## src/rtl/aes_round_pkg.sv

```systemverilog
// Shared types and GF(2^8) helpers for the column-serial AES round datapath.
// The S-box is derived arithmetically (inverse then affine map) instead of a lookup ROM.
package aes_round_pkg;

  typedef enum logic [1:0] {
    ST_IDLE = 2'd0,
    ST_BUSY = 2'd1,
    ST_DONE = 2'd2
  } state_e;

  // Right-rotation of the T-table word for input rows 0..3 (index 0 is row 0).
  localparam logic [3:0][4:0] ROT_AMT = {5'd16, 5'd24, 5'd0, 5'd8};

  // Source byte in in_state for output column col, input row row.
  function automatic logic [3:0] byte_idx(input logic [1:0] col, input logic [1:0] row);
    logic [1:0] src_col;
    src_col = col + row;
    return {src_col, row};
  endfunction

  function automatic logic [7:0] xtime(input logic [7:0] a);
    return {a[6:0], 1'b0} ^ (a[7] ? 8'h1b : 8'h00);
  endfunction

  function automatic logic [7:0] gf_mul(input logic [7:0] a, input logic [7:0] b);
    logic [7:0] acc;
    logic [7:0] aa;
    logic [7:0] bb;
    acc = 8'h00;
    aa  = a;
    bb  = b;
    for (int i = 0; i < 8; i++) begin
      acc = acc ^ (bb[0] ? aa : 8'h00);
      aa  = xtime(aa);
      bb  = {1'b0, bb[7:1]};
    end
    return acc;
  endfunction

  // x^254 = x^-1 in GF(2^8); 0 maps to 0.
  function automatic logic [7:0] gf_inv(input logic [7:0] x);
    logic [7:0] sq;
    logic [7:0] res;
    sq  = x;
    res = 8'h01;
    for (int i = 0; i < 7; i++) begin
      sq  = gf_mul(sq, sq);
      res = gf_mul(res, sq);
    end
    return res;
  endfunction

  function automatic logic [7:0] sbox(input logic [7:0] x);
    logic [7:0] v;
    v = gf_inv(x);
    return v ^ {v[6:0], v[7]} ^ {v[5:0], v[7:6]} ^ {v[4:0], v[7:5]} ^ {v[3:0], v[7:4]} ^ 8'h63;
  endfunction

  function automatic logic [31:0] rotr32(input logic [31:0] x, input logic [4:0] amt);
    return (x >> amt) | (x << (6'd32 - {1'b0, amt}));
  endfunction

endpackage

```

## src/rtl/aes_table2.sv

```systemverilog
// Combinational AES T-table entry: {S(x), S(x), 2*S(x), 3*S(x)}.
module aes_table2
  import aes_round_pkg::*;
(
  input  logic [7:0]  i_byte,
  output logic [31:0] o_t
);

  logic [7:0] w_s;
  logic [7:0] w_s2;

  // S-box value and its doubling feed the packed table word.
  always_comb begin
    w_s  = sbox(i_byte);
    w_s2 = xtime(w_s);
    o_t  = {w_s, w_s, w_s2, w_s2 ^ w_s};
  end

endmodule

```

## src/rtl/aes_round_seq.sv

```systemverilog
// One AES encryption round, one output column per cycle, with valid/ready handshakes.
// Operands are captured on acceptance so the job is immune to upstream changes.
module aes_round_seq
  import aes_round_pkg::*;
#(
  parameter int ADD_KEY = 1
) (
  input  logic         clk,
  input  logic         reset_n,
  input  logic         in_valid,
  output logic         in_ready,
  input  logic [127:0] in_state,
  input  logic [127:0] in_key,
  output logic         out_valid,
  input  logic         out_ready,
  output logic [127:0] out_data,
  output logic         busy
);

  state_e       r_state;
  state_e       w_state_nxt;
  logic [1:0]   r_col;
  logic [127:0] r_in_state;
  logic [127:0] r_key;
  logic [127:0] r_out_data;
  logic         r_out_valid;
  logic         r_in_ready;
  logic         r_busy;
  logic [31:0]  w_t   [4];
  logic [31:0]  w_rot [4];
  logic [31:0]  w_key_word;
  logic [31:0]  w_col;

  for (genvar g = 0; g < 4; g++) begin : g_row
    localparam logic [1:0] ROW = 2'(g);
    logic [3:0] w_idx;
    assign w_idx = byte_idx(r_col, ROW);
    aes_table2 u_tbl (
      .i_byte (r_in_state[{w_idx, 3'b000} +: 8]),
      .o_t    (w_t[g])
    );
    assign w_rot[g] = rotr32(w_t[g], ROT_AMT[g]);
  end

  // Column result: four rotated lookups plus optional round-key word.
  always_comb begin
    if (ADD_KEY != 0) begin
      w_key_word = r_key[{r_col, 5'b00000} +: 32];
    end else begin
      w_key_word = 32'h0000_0000;
    end
    w_col = w_rot[0] ^ w_rot[1] ^ w_rot[2] ^ w_rot[3] ^ w_key_word;
  end

  // Next-state decode for the job sequencer.
  always_comb begin
    w_state_nxt = r_state;
    case (r_state)
      ST_IDLE: begin
        if (in_valid) w_state_nxt = ST_BUSY;
        else          w_state_nxt = ST_IDLE;
      end
      ST_BUSY: begin
        if (r_col == 2'd3) w_state_nxt = ST_DONE;
        else               w_state_nxt = ST_BUSY;
      end
      ST_DONE: begin
        if (out_ready) w_state_nxt = ST_IDLE;
        else           w_state_nxt = ST_DONE;
      end
      default: w_state_nxt = ST_IDLE;
    endcase
  end

  // Sequencer state, operand capture and column-by-column result build-up.
  always_ff @(posedge clk) begin
    if (!reset_n) begin
      r_state     <= ST_IDLE;
      r_col       <= 2'd0;
      r_in_state  <= 128'h0;
      r_key       <= 128'h0;
      r_out_data  <= 128'h0;
      r_out_valid <= 1'b0;
      r_in_ready  <= 1'b1;
      r_busy      <= 1'b0;
    end else begin
      r_state    <= w_state_nxt;
      r_in_ready <= (w_state_nxt == ST_IDLE);
      r_busy     <= (w_state_nxt != ST_IDLE);
      case (r_state)
        ST_IDLE: begin
          if (in_valid) begin
            r_in_state <= in_state;
            r_key      <= in_key;
            r_col      <= 2'd0;
          end
        end
        ST_BUSY: begin
          // col wraps 3->0 exactly as the last column is written.
          r_out_data[{r_col, 5'b00000} +: 32] <= w_col;
          r_col <= r_col + 2'd1;
          if (r_col == 2'd3) r_out_valid <= 1'b1;
        end
        ST_DONE: begin
          if (out_ready) r_out_valid <= 1'b0;
        end
        default: begin
          r_out_valid <= 1'b0;
        end
      endcase
    end
  end

  assign in_ready  = r_in_ready;
  assign busy      = r_busy;
  assign out_valid = r_out_valid;
  assign out_data  = r_out_data;

endmodule

```

## config.mk

```make
export PLATFORM = sky130hd
export DESIGN_NAME = aes_round_seq
export DESIGN_NICKNAME = d
export VERILOG_FILES = /design/src/rtl/aes_round_pkg.sv /design/src/rtl/aes_table2.sv /design/src/rtl/aes_round_seq.sv
export SDC_FILE = /design/constraint.sdc
export NUM_CORES = 2
export LEC_CHECK = 0
export CAP_MARGIN = 40
export CORE_ASPECT_RATIO = 0.75
export CORE_MARGIN = 2
export CORE_UTILIZATION = 60
export CTS_BUF_LIST = sky130_fd_sc_hd__clkbuf_4
export CTS_CLUSTER_SIZE = 12
export DETAILED_ROUTE_END_ITERATION = 7
export HOLD_SLACK_MARGIN = 0.08
export PLACE_DENSITY_LB_ADDON = 0.05
export SETUP_SLACK_MARGIN = 0.4
export SLEW_MARGIN = 40
export SYNTH_ARGS = -nofsm -noshare
export SYNTH_HDL_FRONTEND = slang
export SYNTH_SLANG_ARGS = --single-unit
```

## constraint.sdc

```tcl
create_clock -name clk -period 65.1 [get_ports clk]
set_input_delay 13.02 -clock clk [delete_from_list [all_inputs] [get_ports clk]]
set_output_delay 13.02 -clock clk [all_outputs]
set_load 0.02 [all_outputs]
```

==> flow_summary.ini <==
[sta]
grt_setup_unrepaired = no
max_slew_margin_pct = 38.7
clock_skew_ps = 127
min_period_ps = 27160
period_share_pct = 41.7
finalHoldViolCount = 0
max_freq_ghz = 0.0368
setup_viol = 0
maxSlewViolCount = 0
worst_pin_slew_ps = 913
fin_tns_setup_ps = 0

[logic_synthesis]
synth-edff-count = 0
syn_nets = 10700
synth_mux_area_share_pct = 4.46
synth_compound_gate_area_share_pct = 15.4
synth_fa_ha_area_share_pct = 3.92
syn_area_mm2 = 0.0820
synth_area_leaders = xnor2_1, xnor3_1, dfxtp_1
synth.yosys.seq_area_share_pct = 9.55
synth_top_family_by_area = XOR/XNOR gates
synth_xor_area_share_pct = 43.6
synth.most_common_cell = xnor2_1
synth_ff_type = dfxtp_1
netlist.area_leader.share_pct = 18.1
synth_area_leader_cell = xnor2_1
yosys.area_share.simple_pct = 18.1
synthTopCellsByCount = xnor2_1, nand2_1, nor2_1, xor2_1, xnor3_1
ys_warn_count = 0
netlist_instances = 10200
synth_seq_cells = 391
async_flop_share_pct = 0
synthDistinctLibCells = 111
avgSynthCellArea_um2 = 8.05

[worst_setup_path]
startpoint_type = register
worstPathMaxFanout = 36
cp.required_ps = 65930
r2r_cells = 82
reg2reg_to = out_data[96]$_SDFFE_PN0P_
crit_type = register to register
reg2reg_from = r_col[1]$_SDFFE_PN0P_
crit_slowest_cell = ha_1
crit_arrival_ps = 27990
crit_top_cell = ha_1
rrSetupSlack_ps = 37940
slowest_delay_ps = 800
end_kind = register

[drt]
drt-initial-drc-count = 8887
viasPerCell = 6.18
wl_um = 257000
drtPass1Iterations = 6
num_vias = 74500
ant_nets = 0
routedWlPerCell_um = 21.3
drcViolationCount = 0

[cells_and_area]
finalNetCount = 10700
layout-drive-gt1-share_pct = 7.75
fillerInstances = 11800
syn_to_final_growth_pct = 8.06

[clock_network]
path_clk_slew_ps = 70
clkSinkCount = 391
ctsResizeCount = 0
clkLatencyLatePin_ps = 1000
post_cts_buffers = 0
ctsRootBufferMaster = clkbuf_4
hold_buffers = 0
cts_tree = built
numCtsBuffers = 101
cts_buffer_depth = 3
htree_num_levels = 3

[die]
ios = 391
initial_utilization_pct = 60.4
die_area_mm2 = 0.140
die_y_um = 324
core_mm2 = 0.136
fp-row-count = 117
die_w_um = 431

[global_routing]
antenna_found_initial = 21
grt_pass1_wl_um = 401000
track_usage_pct = 35.4
grt_pass1_vias = 69700
overflow = 0
grt_max_degree = 105

[hold_path]
worstHoldEndpoint = out_data[38]$_SDFFE_PN0P_
hold-path-cell-count = 2
min_from = out_data[38]$_SDFFE_PN0P_
hp-class = register to register

[placed_design]
hpwlAfterDp_um = 192000
io_buffer_count = 390
place_congestion = 0.976

[run_status]
run_status = finished clean

[run]
max_cap_violations = 0
[per-layer routing]
layer	part of all wire, %	vias up	track usage [%]
li1	-	34800	-
met1	45	35500	52.7
met2	43	3805	53.3
met3	9.9	354	6.04
met4	1.9	22	7.99
met5	0.058	-	0
[sequential cells by signal (all words and copies together), names as in the netlist]
register / cells
out_data: 128
busy: 1
out_valid: 1
in_ready: 1
r_col: 2
r_in_state: 128
r_key: 128
r_state: 2
[worst max-delay path, delay by kind of cell, from the launching register on]
| family | cells | cell delay, ps |
|---|---|---|
| multiplexers | 1 | 780 |
| adder cells (fa/ha/maj) | 15 | 7730 |
| flip-flops | 1 | 570 |
| XOR/XNOR | 24 | 6210 |
| buffers and inverters | 21 | 6160 |
| AO/OA/AOI/OAI | 13 | 3500 |
| AND/OR/NAND/NOR | 8 | 2040 |
[cell families (layout without fill, tap and decap cells)]
logic type	Yosys count	after routing
adder cells (fa/ha/maj)	257	257
other	0	12
multiplexers	278	278
AO/OA/AOI/OAI	1829	1829
flip-flops	391	391
AND/OR/NAND/NOR	3447	3447
buffers and inverters	979	1055
XOR/XNOR	3002	3002
[placed cells by master, fill, tap and decap left out, types with 71 or more instances in the layout]
| master | instances |
|---|---|
| xnor2_1 | 1657 |
| nand2_1 | 1415 |
| nor2_1 | 1140 |
| xor2_1 | 584 |
| xnor3_1 | 478 |
| dfxtp_1 | 389 |
| clkdlybuf4s50_1 | 389 |
| a21oi_1 | 345 |
| o21ai_0 | 298 |
| a21boi_0 | 270 |
| ha_1 | 255 |
| inv_1 | 222 |
| nor3_1 | 211 |
| buf_4 | 184 |
| mux2i_1 | 168 |
| nand3_1 | 165 |
| clkbuf_4 | 142 |
| o22ai_1 | 113 |
| a22o_1 | 100 |
| xnor2_2 | 99 |
| nor2b_1 | 88 |
| a211oi_1 | 82 |
| o211ai_1 | 75 |
| xor3_1 | 71 |
[final cells by class]
| type | instances | area (um2) | area share, % |
|---|---|---|---|
| clock inverter | 30 | 216 | 0.244 |
| clock buffer | 142 | 1070 | 1.20 |
| antenna | 12 | 30.0 | 0.0339 |
| timing repair buffer | 580 | 5360 | 6.05 |
| inverter | 303 | 1140 | 1.28 |
| sequential | 391 | 7840 | 8.85 |
| multi-input combinational | 8813 | 70700 | 79.8 |
| tap | 1785 | 2230 | 2.52 |
[metrics by stage]
stage / utilization, % / instance area (um2) / hold WS (ps) / setup slack [ps] / std cells
final: 65.3 / 88600 / 456 / 37940 / 12100
after global routing: 65.3 / 88600 / 478 / 36190 / 12100
after global placement: 64.0 / 86900 / 443 / 38310 / 11900
after floorplan: - / 82000 / 440 / 42550 / 10200
after detailed placement: 64.2 / 87100 / 448 / 37790 / 11900
after CTS: 65.1 / 88400 / 457 / 37690 / 12000
[worst max path at each step]
stage	depth (start not counted)	to	slack, ps	from
floorplan	99	out_data[32]$_SDFFE_PN0P_	42550	r_col[0]$_SDFFE_PN0P_
global placement	80	out_data[64]$_SDFFE_PN0P_	38310	r_col[1]$_SDFFE_PN0P_
detailed placement	80	out_data[64]$_SDFFE_PN0P_	37790	r_col[1]$_SDFFE_PN0P_
CTS	80	out_data[96]$_SDFFE_PN0P_	37690	r_col[1]$_SDFFE_PN0P_
global route	82	out_data[96]$_SDFFE_PN0P_	36190	r_col[1]$_SDFFE_PN0P_
finish	82	out_data[96]$_SDFFE_PN0P_	37940	r_col[1]$_SDFFE_PN0P_
Power is not shown: default switching activity piles up to over one toggle a cycle in this logic, so the estimate is an artifact.
